[config.mk]
export PLATFORM = sky130hd
export DESIGN_NAME = ascon_decrypt
export DESIGN_NICKNAME = d
export VERILOG_FILES = /design/src/rtl/ascon_pack.sv /design/src/rtl/ascon_round.sv /design/src/rtl/ascon_decrypt.sv
export SDC_FILE = /design/constraint.sdc
export NUM_CORES = 2
export LEC_CHECK = 0
export BUFFER_PORTS_ARGS = -buffer_cell sky130_fd_sc_hd__buf_2
export CAP_MARGIN = 20
export CORE_MARGIN = 1
export CORE_UTILIZATION = 39
export DETAILED_ROUTE_END_ITERATION = 8
export HOLD_SLACK_MARGIN = 0.02
export PLACE_DENSITY_LB_ADDON = 0.15
export SETUP_SLACK_MARGIN = 0.05
export SYNTH_ARGS = -nofsm -noshare
export SYNTH_HDL_FRONTEND = slang
export SYNTH_SLANG_ARGS = --single-unit
export TNS_END_PERCENT = 30
[constraint.sdc]
create_clock -name clock_i -period 9.1 [get_ports clock_i]
set_input_delay 0 -clock clock_i [delete_from_list [all_inputs] [get_ports clock_i]]
set_output_delay 0 -clock clock_i [all_outputs]
set_load 0.03 [all_outputs]
[src/rtl/ascon_pack.sv]
// Shared Ascon-128 types, constants and helpers for the encrypt/decrypt datapaths.
// Word 0 of type_state is S0, the rate word.
package ascon_pack;

  typedef logic [4:0][63:0] type_state;

  localparam logic [63:0] ASCON_IV = 64'h80400C0600000000;
  localparam logic [63:0] PAD_WORD = 64'h8000000000000000;

  typedef enum logic [3:0] {
    IDLE,
    INIT,
    WAIT_AD,
    PERM_AD,
    PAD_AD,
    WAIT_CT,
    PERM_CT,
    FINAL,
    DONE
  } type_dec_fsm;

  function automatic logic [7:0] round_const(input logic [3:0] r);
    return {4'hF - r, r};
  endfunction

  function automatic logic [63:0] rotr(input logic [63:0] x, input int unsigned n);
    return (x >> n) | (x << (64 - n));
  endfunction

endpackage

[src/rtl/ascon_round.sv]
// One combinational Ascon permutation round: constant addition, bit-sliced
// 5-bit S-box across all 64 columns, then per-word linear diffusion.
module ascon_round
  import ascon_pack::*;
(
  input  type_state  state_i,
  input  logic [3:0] round_i,
  output type_state  state_o
);

  type_state   added;
  type_state   subst;
  logic [63:0] x0, x1, x2, x3, x4;
  logic [63:0] t0, t1, t2, t3, t4;
  logic [63:0] y0, y1, y2, y3, y4;

  always_comb begin
    added    = state_i;
    added[2] = state_i[2] ^ {56'd0, round_const(round_i)};
  end

  // Chi-like core of the S-box, evaluated on 64 columns in parallel.
  always_comb begin
    x0 = added[0] ^ added[4];
    x1 = added[1];
    x2 = added[2] ^ added[1];
    x3 = added[3];
    x4 = added[4] ^ added[3];
    t0 = ~x0 & x1;
    t1 = ~x1 & x2;
    t2 = ~x2 & x3;
    t3 = ~x3 & x4;
    t4 = ~x4 & x0;
    y0 = x0 ^ t1;
    y1 = x1 ^ t2;
    y2 = x2 ^ t3;
    y3 = x3 ^ t4;
    y4 = x4 ^ t0;
    subst[0] = y0 ^ y4;
    subst[1] = y1 ^ y0;
    subst[2] = ~y2;
    subst[3] = y3 ^ y2;
    subst[4] = y4;
  end

  always_comb begin
    state_o[0] = subst[0] ^ rotr(subst[0], 19) ^ rotr(subst[0], 28);
    state_o[1] = subst[1] ^ rotr(subst[1], 61) ^ rotr(subst[1], 39);
    state_o[2] = subst[2] ^ rotr(subst[2], 1)  ^ rotr(subst[2], 6);
    state_o[3] = subst[3] ^ rotr(subst[3], 10) ^ rotr(subst[3], 17);
    state_o[4] = subst[4] ^ rotr(subst[4], 7)  ^ rotr(subst[4], 41);
  end

endmodule

[src/rtl/ascon_decrypt.sv]
// Iterative Ascon-128 authenticated decryption: one round per clock, AD and
// ciphertext words in over valid/ready, plaintext strobed out, tag checked at the end.
module ascon_decrypt
  import ascon_pack::*;
#(
  parameter logic [63:0] IV = ASCON_IV
) (
  input  logic         clock_i,
  input  logic         reset_i,
  input  logic         start_i,
  input  logic [127:0] key_i,
  input  logic [127:0] nonce_i,
  input  logic [127:0] tag_i,
  input  logic [3:0]   ad_blocks_i,
  input  logic [3:0]   ct_blocks_i,
  input  logic [63:0]  data_i,
  input  logic         data_valid_i,
  output logic         data_ready_o,
  output logic [63:0]  plain_o,
  output logic         plain_valid_o,
  output logic         busy_o,
  output logic         done_o,
  output logic         tag_ok_o
);

  type_dec_fsm  state;
  type_dec_fsm  state_next;
  type_state    s;
  type_state    round_out;
  logic [3:0]   rnd;
  logic [3:0]   ad_cnt;
  logic [3:0]   ct_cnt;
  logic [127:0] key;
  logic [127:0] tag;
  logic [63:0]  plain;
  logic         plain_valid;
  logic         tag_ok;
  logic         hs;
  logic         last_round;

  ascon_round u_round (
    .state_i (s),
    .round_i (rnd),
    .state_o (round_out)
  );

  assign hs         = data_valid_i && data_ready_o;
  assign last_round = (rnd == 4'd11);

  always_ff @(posedge clock_i) begin
    if (reset_i) state <= IDLE;
    else         state <= state_next;
  end

  always_comb begin
    state_next = state;
    case (state)
      IDLE:    if (start_i) state_next = INIT;
      INIT:    if (last_round) state_next = (ad_cnt != 4'd0) ? WAIT_AD : WAIT_CT;
      WAIT_AD: if (hs) state_next = PERM_AD;
      PERM_AD: if (last_round) state_next = (ad_cnt != 4'd0) ? WAIT_AD : PAD_AD;
      PAD_AD:  if (last_round) state_next = WAIT_CT;
      WAIT_CT: begin
        if (ct_cnt == 4'd0) state_next = FINAL;
        else if (hs)        state_next = PERM_CT;
      end
      PERM_CT: if (last_round) state_next = WAIT_CT;
      FINAL:   if (last_round) state_next = DONE;
      DONE:    state_next = IDLE;
      default: state_next = IDLE;
    endcase
  end

  always_comb begin
    data_ready_o = 1'b0;
    busy_o       = 1'b1;
    done_o       = 1'b0;
    case (state)
      IDLE:    busy_o = 1'b0;
      WAIT_AD: data_ready_o = 1'b1;
      WAIT_CT: data_ready_o = (ct_cnt != 4'd0);
      DONE: begin
        busy_o = 1'b0;
        done_o = 1'b1;
      end
      default: ;
    endcase
  end

  assign plain_o       = plain;
  assign plain_valid_o = plain_valid;
  assign tag_ok_o      = tag_ok;

  // Datapath: state words, round counter, block counters and result registers.
  always_ff @(posedge clock_i) begin
    if (reset_i) begin
      s           <= '0;
      rnd         <= 4'd0;
      ad_cnt      <= 4'd0;
      ct_cnt      <= 4'd0;
      key         <= '0;
      tag         <= '0;
      plain       <= 64'd0;
      plain_valid <= 1'b0;
      tag_ok      <= 1'b0;
    end else begin
      plain_valid <= 1'b0;
      case (state)
        IDLE: begin
          if (start_i) begin
            key    <= key_i;
            tag    <= tag_i;
            ad_cnt <= ad_blocks_i;
            ct_cnt <= ct_blocks_i;
            s      <= {nonce_i[63:0], nonce_i[127:64], key_i[63:0], key_i[127:64], IV};
            rnd    <= 4'd0;
            tag_ok <= 1'b0;
          end
        end
        INIT: begin
          s   <= round_out;
          rnd <= rnd + 4'd1;
          if (last_round) begin
            s[3] <= round_out[3] ^ key[127:64];
            s[4] <= round_out[4] ^ key[63:0] ^ ((ad_cnt == 4'd0) ? 64'd1 : 64'd0);
          end
        end
        WAIT_AD: begin
          if (hs) begin
            s[0]   <= s[0] ^ data_i;
            ad_cnt <= ad_cnt - 4'd1;
            rnd    <= 4'd6;
          end
        end
        PERM_AD: begin
          s   <= round_out;
          rnd <= rnd + 4'd1;
          if (last_round && ad_cnt == 4'd0) rnd <= 4'd5;
        end
        // Entered with rnd = 5: one cycle for the pad word, then rounds 6..11.
        PAD_AD: begin
          if (rnd == 4'd5) begin
            s[0] <= s[0] ^ PAD_WORD;
            rnd  <= 4'd6;
          end else begin
            s   <= round_out;
            rnd <= rnd + 4'd1;
            if (last_round) s[4] <= round_out[4] ^ 64'd1;
          end
        end
        WAIT_CT: begin
          if (ct_cnt == 4'd0) begin
            s[0] <= s[0] ^ PAD_WORD;
            s[1] <= s[1] ^ key[127:64];
            s[2] <= s[2] ^ key[63:0];
            rnd  <= 4'd0;
          end else if (hs) begin
            plain       <= s[0] ^ data_i;
            plain_valid <= 1'b1;
            s[0]        <= data_i;
            ct_cnt      <= ct_cnt - 4'd1;
            rnd         <= 4'd6;
          end
        end
        PERM_CT: begin
          s   <= round_out;
          rnd <= rnd + 4'd1;
        end
        FINAL: begin
          s   <= round_out;
          rnd <= rnd + 4'd1;
          if (last_round)
            tag_ok <= ({round_out[3] ^ key[127:64], round_out[4] ^ key[63:0]} == tag);
        end
        DONE: ;
        default: ;
      endcase
    end
  end

endmodule

# Word level (Yosys, flattened, before mapping)
# Index checks and enable logic that the tools add are counted.
[totals] reg_bits=658 wordCells=169
[op_classes] reduce_logical=31 addsub=4 n_eq_ne=22 mux=44 bitwise_logic=53
[op_table] operator="64-bit bitwise XOR" count=26
[op_table] operator="128-bit case mux with 4 select lines" count=2
[op_table] operator="64-bit inverter" count=6
[op_table] operator="64-bit AND" count=5
[op_table] operator="320-bit two-way mux" count=1
[op_table] operator="64-bit case mux with 5 select lines" count=1
[op_table] operator="128-bit two-way mux" count=2
[op_table] operator="256-bit two-way mux" count=1
[op_table] operator="64-bit two-way mux" count=4
[op_table] operator="128-bit == test" count=1
[op_table] operator="4-bit two-way mux" count=18
[op_table] operator="23-bit by 64-bit OR with 64-bit output" count=1
[op_table] operator="25-bit by 64-bit OR with 64-bit output" count=1
[op_table] operator="3-bit by 64-bit OR with 64-bit output" count=1
[op_table] operator="36-bit by 64-bit OR with 64-bit output" count=1
[op_table] operator="45-bit by 64-bit OR with 64-bit output" count=1
[op_table] operator="47-bit by 64-bit OR with 64-bit output" count=1
[op_table] operator="54-bit by 64-bit OR with 64-bit output" count=1
[op_table] operator="57-bit by 64-bit OR with 64-bit output" count=1
[op_table] operator="58-bit by 64-bit OR with 64-bit output" count=1
[op_table] operator="63-bit by 64-bit OR with 64-bit output" count=1
[op_table] operator="64-bit by 1-bit bitwise XOR with 64-bit output" count=1
[op_table] operator="64-bit by 8-bit bitwise XOR with 64-bit output" count=1
[op_table] operator="4-bit case mux with 7 select lines" count=1
[op_table] operator="other kinds (30)" count=74

# Logic depth before layout (Yosys ltp)
[depth] depth_word=12 mapped_depth=13 depth_no_buf=13

# Hierarchy
# Synthesis repeated with hierarchy kept, for this count alone.
[hier_totals] hier_cells=5791 area_unflattened_um2=50303.2
[by_module_without_submodules] module="ascon_decrypt" n_inst=1 area_each_um2=33912.5 cells_per_inst=4181
[by_module_without_submodules] module="ascon_round" n_inst=1 area_each_um2=16390.7 cells_per_inst=1610

# Worst setup path after synthesis
# Ideal clock, no wire load.
[synth_path] kind="register -> register" from="register rnd[3]" to="register tag_ok, in the netlist tag_ok_o" arrival_time_ps=3896 slack_ps=5145 stages_incl_launch_ff=14 required_time_ps=9041 n_path_buf=1 synth_period_minus_slack_ps=3955 cell_sequence="dfxtp_1 -> clkbuf_1 -> xnor2_1 -> ha_1 -> xnor2_1 -> xor2_1 -> xor3_1 -> a222oi_1 -> nand4_1 -> or4_1 -> nor4_1 -> nand4_1 -> nor4_1 -> a31o_1"
[synth_between] elab_chain_cells=12 word_cells_on_any_way=16
[synth_lines] item="start, declared" line_no="ascon_decrypt.sv:30" source="logic [3:0] rnd;"
[synth_lines] item="start signal, assigned" line_no="ascon_decrypt.sv:122" source="rnd <= rnd + 4'd1;"
[synth_lines] item="start signal, assigned" line_no="ascon_decrypt.sv:137" source="rnd <= rnd + 4'd1;"
[synth_lines] item="start signal, assigned" line_no="ascon_decrypt.sv:147" source="rnd <= rnd + 4'd1;"
[synth_lines] item="4-bit subtractor" line_no="ascon_pack.sv:23" source="return {4'hF - r, r};"
[synth_lines] item="64-bit by 8-bit bitwise XOR with 64-bit output" line_no="ascon_round.sv:19" source="added[2] = state_i[2] ^ {56'd0, round_const(round_i)};"
[synth_lines] item="64-bit bitwise XOR" line_no="ascon_round.sv:26" source="x2 = added[2] ^ added[1];"
[synth_lines] item="64-bit bitwise XOR" line_no="ascon_round.sv:36" source="y2 = x2 ^ t3;"
[synth_lines] item="64-bit bitwise XOR" line_no="ascon_round.sv:42" source="subst[3] = y3 ^ y2;"
[synth_lines] item="54-bit by 64-bit OR with 64-bit output" line_no="ascon_pack.sv:27" source="return (x >> n) | (x << (64 - n));"
[synth_lines] item="64-bit bitwise XOR (2 in a row)" line_no="ascon_round.sv:50" source="state_o[3] = subst[3] ^ rotr(subst[3], 10) ^ rotr(subst[3], 17);"
[synth_lines] item="64-bit bitwise XOR" line_no="ascon_decrypt.sv:173" source="tag_ok <= ({round_out[3] ^ key[127:64], round_out[4] ^ key[63:0]} == tag);"
[synth_lines] item="128-bit == test" line_no="ascon_decrypt.sv:173"
[synth_lines] item="1-bit two-way mux" line_no="ascon_decrypt.sv:172" source="if (last_round)"
[synth_lines] item="1-bit case mux with 2 select lines" line_no="ascon_decrypt.sv:108" source="case (state)"
[synth_lines] item="end signal, assigned" line_no="ascon_decrypt.sv:173"
[synth_lines] item="end, declared" line_no="ascon_decrypt.sv:37" source="logic tag_ok;"
# Several ways; a longest one is shown, not always the timed one. The select of a mux whose other input is x is not followed.
# A chain may end at the register's enable or synchronous reset.

# Final worst setup path
[layout_path] from="register s[21] (netlist bit)" to="register tag_ok, in the netlist tag_ok_o"
[layout_between] elab_chain_cells=11 word_cells_on_any_way=20
[layout_lines] item="start, declared" line_no="ascon_decrypt.sv:28" source="type_state s;"
[layout_lines] item="start signal, assigned" line_no="ascon_decrypt.sv:115" source="s <= {nonce_i[63:0], nonce_i[127:64], key_i[63:0], key_i[127:64], IV};"
[layout_lines] item="start signal, assigned" line_no="ascon_decrypt.sv:121" source="s <= round_out;"
[layout_lines] item="start signal, assigned" line_no="ascon_decrypt.sv:136" source="s <= round_out;"
[layout_lines] item="64-bit bitwise XOR *" line_no="ascon_round.sv:24" source="x0 = added[0] ^ added[4];"
[layout_lines] item="64-bit AND or 64-bit inverter (tied branches)" line_no="ascon_round.sv:33, ascon_round.sv:29"
[layout_lines] item="64-bit bitwise XOR or 64-bit AND (tied branches)" line_no="ascon_round.sv:37, ascon_round.sv:29"
[layout_lines] item="64-bit bitwise XOR (on tied branches)" line_no="ascon_round.sv:42, ascon_round.sv:38"
[layout_lines] item="54-bit by 64-bit OR with 64-bit output or 57-bit by 64-bit OR with 64-bit output (tied branches)" line_no="ascon_pack.sv:27"
[layout_lines] item="64-bit bitwise XOR (on tied branches) (2 in a row)" line_no="ascon_round.sv:50, ascon_round.sv:51"
[layout_lines] item="64-bit bitwise XOR" line_no="ascon_decrypt.sv:173"
[layout_lines] item="128-bit == test *" line_no="ascon_decrypt.sv:173"
[layout_lines] item="1-bit two-way mux *" line_no="ascon_decrypt.sv:172"
[layout_lines] item="1-bit case mux with 2 select lines *" line_no="ascon_decrypt.sv:108"
# Mark *: on every way between the ends. The rest lies on a longest branch, timed or not. The select of a mux whose other input is x is not followed.

==> results.txt <==
slew margin rel. - 0.124
Synth area leaders - dfxtp_1, xnor2_1, xor2_1
CP Class - flop to flop
post-route ant nets - 0
Die X - 357 µm
CP bufs+invs - 0
Final Hold Fails - 0
top cell type's share of synthesized area - 0.268
via/cell ratio - 5.98
H-Tree Depth - 3
Post-Layout Cell Count - 8695
dpl cells - 7984
Critical Path RT - 9.76 ns
GRT Util Overall - 0.464
sequential cell area - 13200 µm²
Worst Tran Pin Value - 1.30 ns
first-pass GRT wire length - 405 mm
HPWL Detailed - 240 mm
worst-path fanout max - 6
Most common cell on crit path - nor4_1
Initial Utilization - 0.395
Seq/Total Area, Yosys - 0.268
Worst EP arrival - 6.01 ns
asr flop ratio synth - 0
Slew Viols, Final - 0
Post-synth top cells - xnor2_1, nand2_1, dfxtp_1
Max Cap Viol - 0
Num CTS Buffers - 82
crit path capture type - flop
final period utilization - 0.587
area grow syn2layout - 27.7%
largest net degree at the start of global routing - 175
number of I/O pins - 529
CP delay by family, top - simple AND/OR/NAND/NOR gates
num rows - 129
met3 Track Usage GR - 0.116
setup TNS - 0 ns
unrepaired setup endpoints after global routing - false
net count after synthesis - 6614
vias in the first global route - 48158
PortBufs - 528
Post-Syn Area - 49100 µm²
Slowest cell on crit path - o21ai_0
DRT iter0 DRCs - 7380
Clock Sinks - 658
worst clock skew - 0.0380 ns
syn avg cell area - 8.15 µm²
DR vias - 52036
met2 global-route usage - 0.676
failing checks - DRC
CTS Buffer Depth - 3
biggest area consumer among synthesized cells - dfxtp_1
total core area - 124000 µm²
Post-CTS Resized - 0
Synth cell types - 85
clock period minus worst slack - 5.35 ns
Die Area - 127000 µm²
number of synthesized register bits - 658
Layout Nets - 7580
detail-routed net length per standard cell - 35.1 µm
CP max stage delay - 0.82 ns
main flop type after synthesis - dfxtp_1
status - finished, violations left
clock latency on the worst-skew pair - 0.74 ns
clock-pin slew on the worst setup and hold paths - 0.07 ns
die height - 357 µm
Post-synth EDFFs - 0
CTS tree - yes
Most Crowded Layer GR - met2
initial antenna violation count - 21
worst path cell trace - xor2_1 -> o21ai_0 -> and2_1 -> xnor3_1 -> xnor2_1 -> nor4_1 -> nand2_1 -> nor4_1 -> nand4_1 -> nor4_1 -> a31o_1
Hold WC Path Type - input port to flop
Total Wirelength - 305 mm
DR DRC count - 6
total grt overflow - 0
FMAX - 187 MHz
startpoint types - flop
met1 Resource Use GR - 0.606
footprint of the multi-input gates - 34000 µm²
Post-CTS Setup Inserts - 0
Root Buffer - clkbuf_16
most frequent cell after synthesis - xnor2_1
share of layout cells above drive strength 1 - 0.138
filler instances - 11784
First-pass DRT Iterations - 9
endpoints failing setup - 0
Syn Inst Count - 6022
routability congestion estimate - 1.11
Synth Warn # - 0
[flip-flops by register name (all words and copies together) (netlist names)]
| register | flops |
|---|---|
| ad_cnt | 4 |
| ct_cnt | 4 |
| key | 128 |
| plain_o | 64 |
| plain_valid_o | 1 |
| rnd | 4 |
| s | 320 |
| state | 4 |
| tag | 128 |
| tag_ok_o | 1 |
[per-layer routing]
metal	routed length (µm)	up-vias
li1	-	22782
met1	124000	25347
met2	126000	3271
met3	32100	626
met4	22900	10
met5	66	-
[cell families after synthesis]
kind of cell               Yosys count  synth area share
and+or+nand+nor                   1559             0.137
xor gates and xnor gates          1558             0.298
adders and majority gates          188            0.0451
DFF                                658             0.268
muxes                               91            0.0188
buffers and inverters              610            0.0469
AOI/OAI and AO/OA                 1358             0.186
[tightest hold or removal path, delay by kind of cell]
family,cells,cell delay (ns)
simple gates,1,0.05
buf+inv,2,0.63
compound gates,1,0.05
[final cells by class]
class / count / share of cell area
Antenna cell: 7 / 0.000279
Clock buffer: 116 / 0.0383
Clock inverter: 31 / 0.00724
Inverter: 211 / 0.0126
Multi-Input combinational cell: 4754 / 0.543
Sequential cell: 658 / 0.210
Tap cell: 1637 / 0.0327
Timing Repair Buffer: 1281 / 0.156
[path summary, 6_finish.rpt]
check,start,to,slack (ns),depth (start not counted)
worst max-delay path,s[21],tag_ok_o,3.75,11
worst min-delay path,tag_i[127],tag[127],0.07,4
worst max register to register,s[21],tag_ok_o,3.75,11
worst min register to register,tag[111],tag[111],0.47,2
[placed cells by master, fill, tap and decap left out, types with 139 or more instances in the layout]
cell	instances
nor2_1	449
dlygate4sd3_1	552
buf_4	189
xnor2_1	832
nand2_1	787
a211oi_1	295
inv_1	211
a222oi_1	139
xor2_1	610
buf_2	528
o21ai_0	156
dfxtp_1	658
a21oi_1	509
[metrics by stage]
| stage | worst slack (ns) | utilization | instance area, µm² | hold slack, ns |
|---|---|---|---|---|
| final | 3.75 | 0.504 | 62700 | 0.0743 |
| after global routing | 3.79 | 0.504 | 62700 | 0.0791 |
| after CTS | 3.64 | 0.504 | 62600 | 0.0394 |
| after detailed placement | 3.66 | 0.436 | 54200 | 0.245 |
| after global placement | 3.85 | 0.436 | 54200 | 0.240 |
| after floorplan | 5.15 | - | 49100 | 0.136 |
[what timing repair did]
action / CTS / global route
endpoints found under the hold margin: 655 / 0
hold buffers: 552 / 0
endpoints found under the setup margin: 0 / 0
Power is not shown: default switching activity piles up to over one toggle a cycle in this logic, so the estimate is an artifact.
